## config.mk

```make
export PLATFORM = sky130hd
export DESIGN_NAME = my_module
export DESIGN_NICKNAME = d
export VERILOG_FILES = /design/src/rtl/my_module.sv
export SDC_FILE = /design/constraint.sdc
export NUM_CORES = 1
export LEC_CHECK = 0
export CAP_MARGIN = 40
export CELL_PAD_IN_SITES_DETAIL_PLACEMENT = 0
export CELL_PAD_IN_SITES_GLOBAL_PLACEMENT = 1
export CORE_MARGIN = 5
export CORE_UTILIZATION = 45
export DETAILED_ROUTE_END_ITERATION = 7
export GPL_TIMING_DRIVEN = 0
export MAX_ROUTING_LAYER = met4
export PLACE_DENSITY = 0.76
export SLEW_MARGIN = 0
export SYNTH_ARGS = -nofsm -noshare
export SYNTH_HDL_FRONTEND = slang
export SYNTH_SLANG_ARGS = --single-unit
```

## constraint.sdc

```tcl
create_clock -name clk -period 2.2 [get_ports clk]
set_clock_uncertainty 0.2 [all_clocks]
set_input_delay 0.55 -clock clk [delete_from_list [all_inputs] [get_ports clk]]
set_output_delay 0.55 -clock clk [all_outputs]
set_load 0.02 [all_outputs]
```

## src/rtl/my_module.sv

```systemverilog
// my_module: serial frame sync with flywheel lock and even parity.
// Ports: clk, reset_n (sync, 1 = reset), data_in (serial), data_out (good pulse).
module my_module #(
   parameter logic [7:0] SYNC_WORD   = 8'hA5,
   parameter int         PAYLOAD_LEN = 8,
   parameter int         MAX_MISS    = 3
) (
   input  logic clk,
   input  logic reset_n,
   input  logic data_in,
   output logic data_out
);

   typedef enum logic [1:0] {
      HUNT,
      PAYLOAD,
      PARITY,
      VERIFY
   } state_t;

   localparam logic [6:0] LAST_PAY = 7'(PAYLOAD_LEN - 1);
   localparam logic [3:0] MISS_LIM = 4'(MAX_MISS);

   state_t     state;
   state_t     state_nx;
   logic [7:0] sr;
   logic [6:0] bit_cnt;
   logic [6:0] bit_cnt_nx;
   logic       par_acc;
   logic       par_nx;
   logic [3:0] miss;
   logic [3:0] miss_nx;
   logic [3:0] miss_inc;
   logic       pulse_nx;
   logic       sync_hit;
   logic       parity_ok;

   // sr shifts in every state so it always holds the last 8 bits;
   // this doubles as the VERIFY collector and keeps history across
   // a loss of lock.
   assign sync_hit  = ({sr[6:0], data_in} == SYNC_WORD);
   assign parity_ok = ~(par_acc ^ data_in);
   assign miss_inc  = miss + 4'd1;

   always_ff @(posedge clk) begin
      if (reset_n) begin
         state    <= HUNT;
         sr       <= '0;
         bit_cnt  <= '0;
         par_acc  <= 1'b0;
         miss     <= '0;
         data_out <= 1'b0;
      end else begin
         state    <= state_nx;
         sr       <= {sr[6:0], data_in};
         bit_cnt  <= bit_cnt_nx;
         par_acc  <= par_nx;
         miss     <= miss_nx;
         data_out <= pulse_nx;
      end
   end

   always_comb begin
      state_nx   = state;
      bit_cnt_nx = bit_cnt;
      par_nx     = par_acc;
      miss_nx    = miss;
      unique case (state)
         HUNT: begin
            if (sync_hit) begin
               state_nx   = PAYLOAD;
               bit_cnt_nx = '0;
               par_nx     = 1'b0;
               miss_nx    = '0;
            end
         end
         PAYLOAD: begin
            par_nx = par_acc ^ data_in;
            if (bit_cnt == LAST_PAY) begin
               state_nx   = PARITY;
               bit_cnt_nx = '0;
            end else begin
               bit_cnt_nx = bit_cnt + 7'd1;
            end
         end
         PARITY: begin
            bit_cnt_nx = '0;
            par_nx     = 1'b0;
            if (parity_ok) begin
               miss_nx  = '0;
               state_nx = VERIFY;
            end else if (miss_inc == MISS_LIM) begin
               miss_nx  = '0;
               state_nx = HUNT;
            end else begin
               miss_nx  = miss_inc;
               state_nx = VERIFY;
            end
         end
         VERIFY: begin
            if (bit_cnt == 7'd7) begin
               bit_cnt_nx = '0;
               par_nx     = 1'b0;
               if (sync_hit) begin
                  state_nx = PAYLOAD;
               end else if (miss_inc == MISS_LIM) begin
                  miss_nx  = '0;
                  state_nx = HUNT;
               end else begin
                  // flywheel: keep frame position despite bad sync
                  miss_nx  = miss_inc;
                  state_nx = PAYLOAD;
               end
            end else begin
               bit_cnt_nx = bit_cnt + 7'd1;
            end
         end
      endcase
   end

   always_comb begin
      pulse_nx = 1'b0;
      if (state == PARITY) begin
         pulse_nx = parity_ok;
      end
   end

endmodule

```

==> summary.md <==
| Metric | Value |
|---|---|
| Status | `finished clean` |
| Area Overhead vs Synth | `12.1%` |
| GP Congestion | `between 0.7 and 0.8` |
| Power, Total | `726 uW` |
| Yosys warns | `0` |
| P per Cell Area | `~600 nW/um2` |
| RR Endpoint | `bit_cnt[5]` |
| Post-layout util | `around 54%` |
| Synth cell types | `40` |
| Normalized max-slew margin | `around 69%` |
| P_sw | `roughly 130 uW` |
| Seq cells post-synth | `22` |
| Synth Instances | `120` |
| Most numerous cell in the Yosys netlist | `dfxtp_1` |
| Drt pass-1 iters | `4` |
| IO Port Bufs | `3` |
| Total CTS buffers | `3` |
| H-tree depth | `1` |
| ANT cells | `0` |
| DP HPWL | `roughly 1500 um` |
| DR WL/cell | `approximately 13 um` |
| Switching Share | `18.1%` |
| Root buffer cell | `clkbuf_4` |
| Grt total ovfl | `0` |
| Final min period | `approximately 2200 ps` |
| Pin count of the biggest net entering global routing | `14` |
| Critical path's slowest cell | `clkdlybuf4s50_1` |
| Max frequency | `about 460 MHz` |
| Number of enable flip-flop cells after synthesis | `0` |
| Proportion of layout cells with a drive suffix above 1 | `between 10% and 20%` |
| Hold WC Path Type | `reg2reg` |
| Ranking of synthesized cells by area | `dfxtp_1 41%, nor2b_1 4.6%, nor2_1 4.2%` |
| Total Routing Usage GR | `13.8%` |
| First-pass GRT wire length | `around 3600 um` |
| Layout fillers | `232` |
| Starting Density | `a little under half` |
| I/O pins | `4` |
| Clk_lat worst skew | `approximately 300 ps` |
| Setup Viol. Count Final | `0` |
| CTS sink cnt | `22` |
| Remaining DRCs | `0` |
| Final period util | `between 90% and 100%` |
| Placement row count | `17` |
| Fraction of registers with async set/reset | `0%` |
| Peak supply drop | `about 0.42 mV` |
| Die area | `roughly 3500 um2` |
| Worst hold endpoint | `sr[3]` |
| Synth top area share | `40.8%` |
| Hold slack | `~270 ps` |
| Commonest cells post-synth | `22 x dfxtp_1, 12 x nor2_1, 8 x nand2_1, 8 x nor2b_1, 7 x a21oi_1` |
| Net Count, Synth | `about 130` |
| Nets@finish | `roughly 140` |
| WHS Path Cells | `1` |
| RSZ-0062 raised after global routing | `true` |
| Number of global-route vias before repair | `between 800 and 900` |
| Seq/Total Area, Yosys | `between 40% and 50%` |
| Max cap viols | `0` |
| Crit path required time | `between 2000 and 2500 ps` |
| Routed vias/inst | `5.67` |
| Core Region | `2250 um2` |
| Reg2reg start | `bit_cnt[3]` |
| Antenna violations before repair | `0` |
| Crit. Startpoint | `data_in` |
| Hold Crit Start | `sr[2]` |
| Post-Layout Cell Count | `roughly 160` |
| Comb pwr share | `3.0%` |
| Placed Cells | `about 150` |
| Post-Syn Area | `around 1100 um2` |
| Clock Power Share | `a little over two fifths` |
| Critical path endpoint category | `flip-flop` |
| Slew @ Worst Pin | `459 ps` |
| Max clock buf depth | `2` |
| Delay of the slowest critical-path stage | `about 550 ps` |
| WL final | `just over 2000 um` |
| FF-to-FF setup slack | `roughly 340 ps` |
| Drt initial violations | `34` |
| Reg2reg path depth | `5` |
| Startpoint types | `primary input` |
| Int Pwr | `around 600 uW` |
| Chip height | `59.0 um` |
| Synth area leader | `dfxtp_1` |
| Sequential cell fraction of total power | `a little under three fifths` |
| Final Max Slew Viols | `0` |
| Setup Crit Path Kind | `in2reg` |
| P_leak | `~0.00043 uW` |
| Max FO, Critical Path | `4` |
| Post-CTS Setup Bufs | `0` |
| Cell breakdown of the critical path | `clkdlybuf4s50_1 > nand4bb_1 > nor2_2 > a2bb2oi_2 > nor2_1 > a211o_1` |
| Die width | `~59 um` |
| ANT nets after route | `0` |
| Worst EP arrival | `between 2000 and 2500 ps` |
| Synth Area per Inst | `around 9.0 um2` |
| Clock-pin slew on the worst setup and hold paths | `about 120 ps` |
| Hold-fix buffers at CTS | `0` |
| CTS tree | `done` |
| Final hold violation count | `0` |
| Primary FF master, synth | `dfxtp_1` |
| Via count | `around 900` |
-- cells by family (layout without fill, tap and decap cells) --
logic type	after synthesis	in the layout	share of synthesized area, %
AOI/OAI and AO/OA	29	29	19.0
buffers and inverters	7	15	2.55
and+or+nand+nor	53	53	28.7
xor gates and xnor gates	5	5	4.06
DFF	22	22	40.8
adders and majority gates	3	3	3.48
muxes	1	1	1.39
-- state kept, by name, indices dropped and copies added (netlist names) --
register / cells
bit_cnt: 7
sr: 7
data_out: 1
state: 2
par_acc: 1
miss: 4
-- power groups by stage --
stage          Sequential (uW)  Combinational (uW)  Clock (uW)
6_report                   402                21.6         302
5_1_grt                    403                23.4         335
4_1_cts                    402                21.6         315
3_5_place_dp               411                21.4           0
3_3_place_gp               411                21.3           0
2_1_floorplan              411                13.4           0
-- per-stage QoR --
stage               TNS (ps)  setup slack, ps  area [um2]
floorplan                  0              407        1080
global placement       -4640             -583        1140
detailed placement     -2950             -460        1150
CTS                        0             14.3        1210
global route           -78.0            -40.9        1210
finish                     0             8.33        1210
-- routing by layer --
| layer | vias to the layer above | part of all wire [%] | GRT usage, % |
|---|---|---|---|
| li1 | 455 | - | - |
| met2 | 10 | 46 | 21.8 |
| met4 | 0 | 0.59 | 5.83 |
| met1 | 417 | 50 | 17.0 |
| met3 | 2 | 3.1 | 2.85 |
| met5 | - | 0 | - |
-- critical path, delay by kind of cell --
family                 cells  cell delay (ps)
AO/OA/AOI/OAI              2              510
buffers and inverters      1              550
AND/OR/NAND/NOR            3              580
-- final cells by class --
| type | instances | area (um2) | area share (%) |
|---|---|---|---|
| sequential | 22 | 440 | 36.4 |
| inverter | 2 | 7.51 | 0.621 |
| buffer | 5 | 20.0 | 1.66 |
| clock buffer | 3 | 22.5 | 1.86 |
| timing repair buffer | 4 | 35.0 | 2.90 |
| clock inverter | 1 | 30.0 | 2.48 |
| tap | 28 | 35.0 | 2.90 |
| multi-input combinational | 91 | 618 | 51.1 |
-- worst max path at each step --
| stage | endpoint | cells past startpoint | slack [ps] |
|---|---|---|---|
| after floorplan | bit_cnt[3] | 5 | 410 |
| after global placement | bit_cnt[3] | 6 | -580 |
| after detailed placement | bit_cnt[3] | 7 | -460 |
| after CTS | miss[3] | 6 | 10 |
| after global routing | bit_cnt[3] | 7 | -40 |
| final | miss[3] | 6 | 8 |
-- what timing repair did --
item | in CTS | in global routing
pin swaps | 0 | 0
setup endpoints to repair | 4 | 3
resized for setup | 1 | 1
-- layout by cell type (no fill, tap or decap), drive strengths merged, types with 2 or more instances in the layout --
| cell | synthesis | layout |
|---|---|---|
| a21oi | 7 | 7 |
| a22oi | 2 | 2 |
| a31oi | 3 | 3 |
| buf | 1 | 2 |
| clkbuf | 4 | 7 |
| clkdlybuf4s50 | 0 | 3 |
| dfxtp | 22 | 22 |
| ha | 3 | 3 |
| inv | 2 | 2 |
| nand2 | 8 | 8 |
| nand2b | 2 | 2 |
| nand3 | 6 | 6 |
| nand4bb | 2 | 2 |
| nor2 | 12 | 12 |
| nor2b | 8 | 8 |
| nor3 | 5 | 5 |
| nor4 | 3 | 3 |
| o21ai | 6 | 6 |
| or3 | 2 | 2 |
| xnor2 | 2 | 2 |
| xor2 | 3 | 3 |
(Power assumes the default switching activity.)
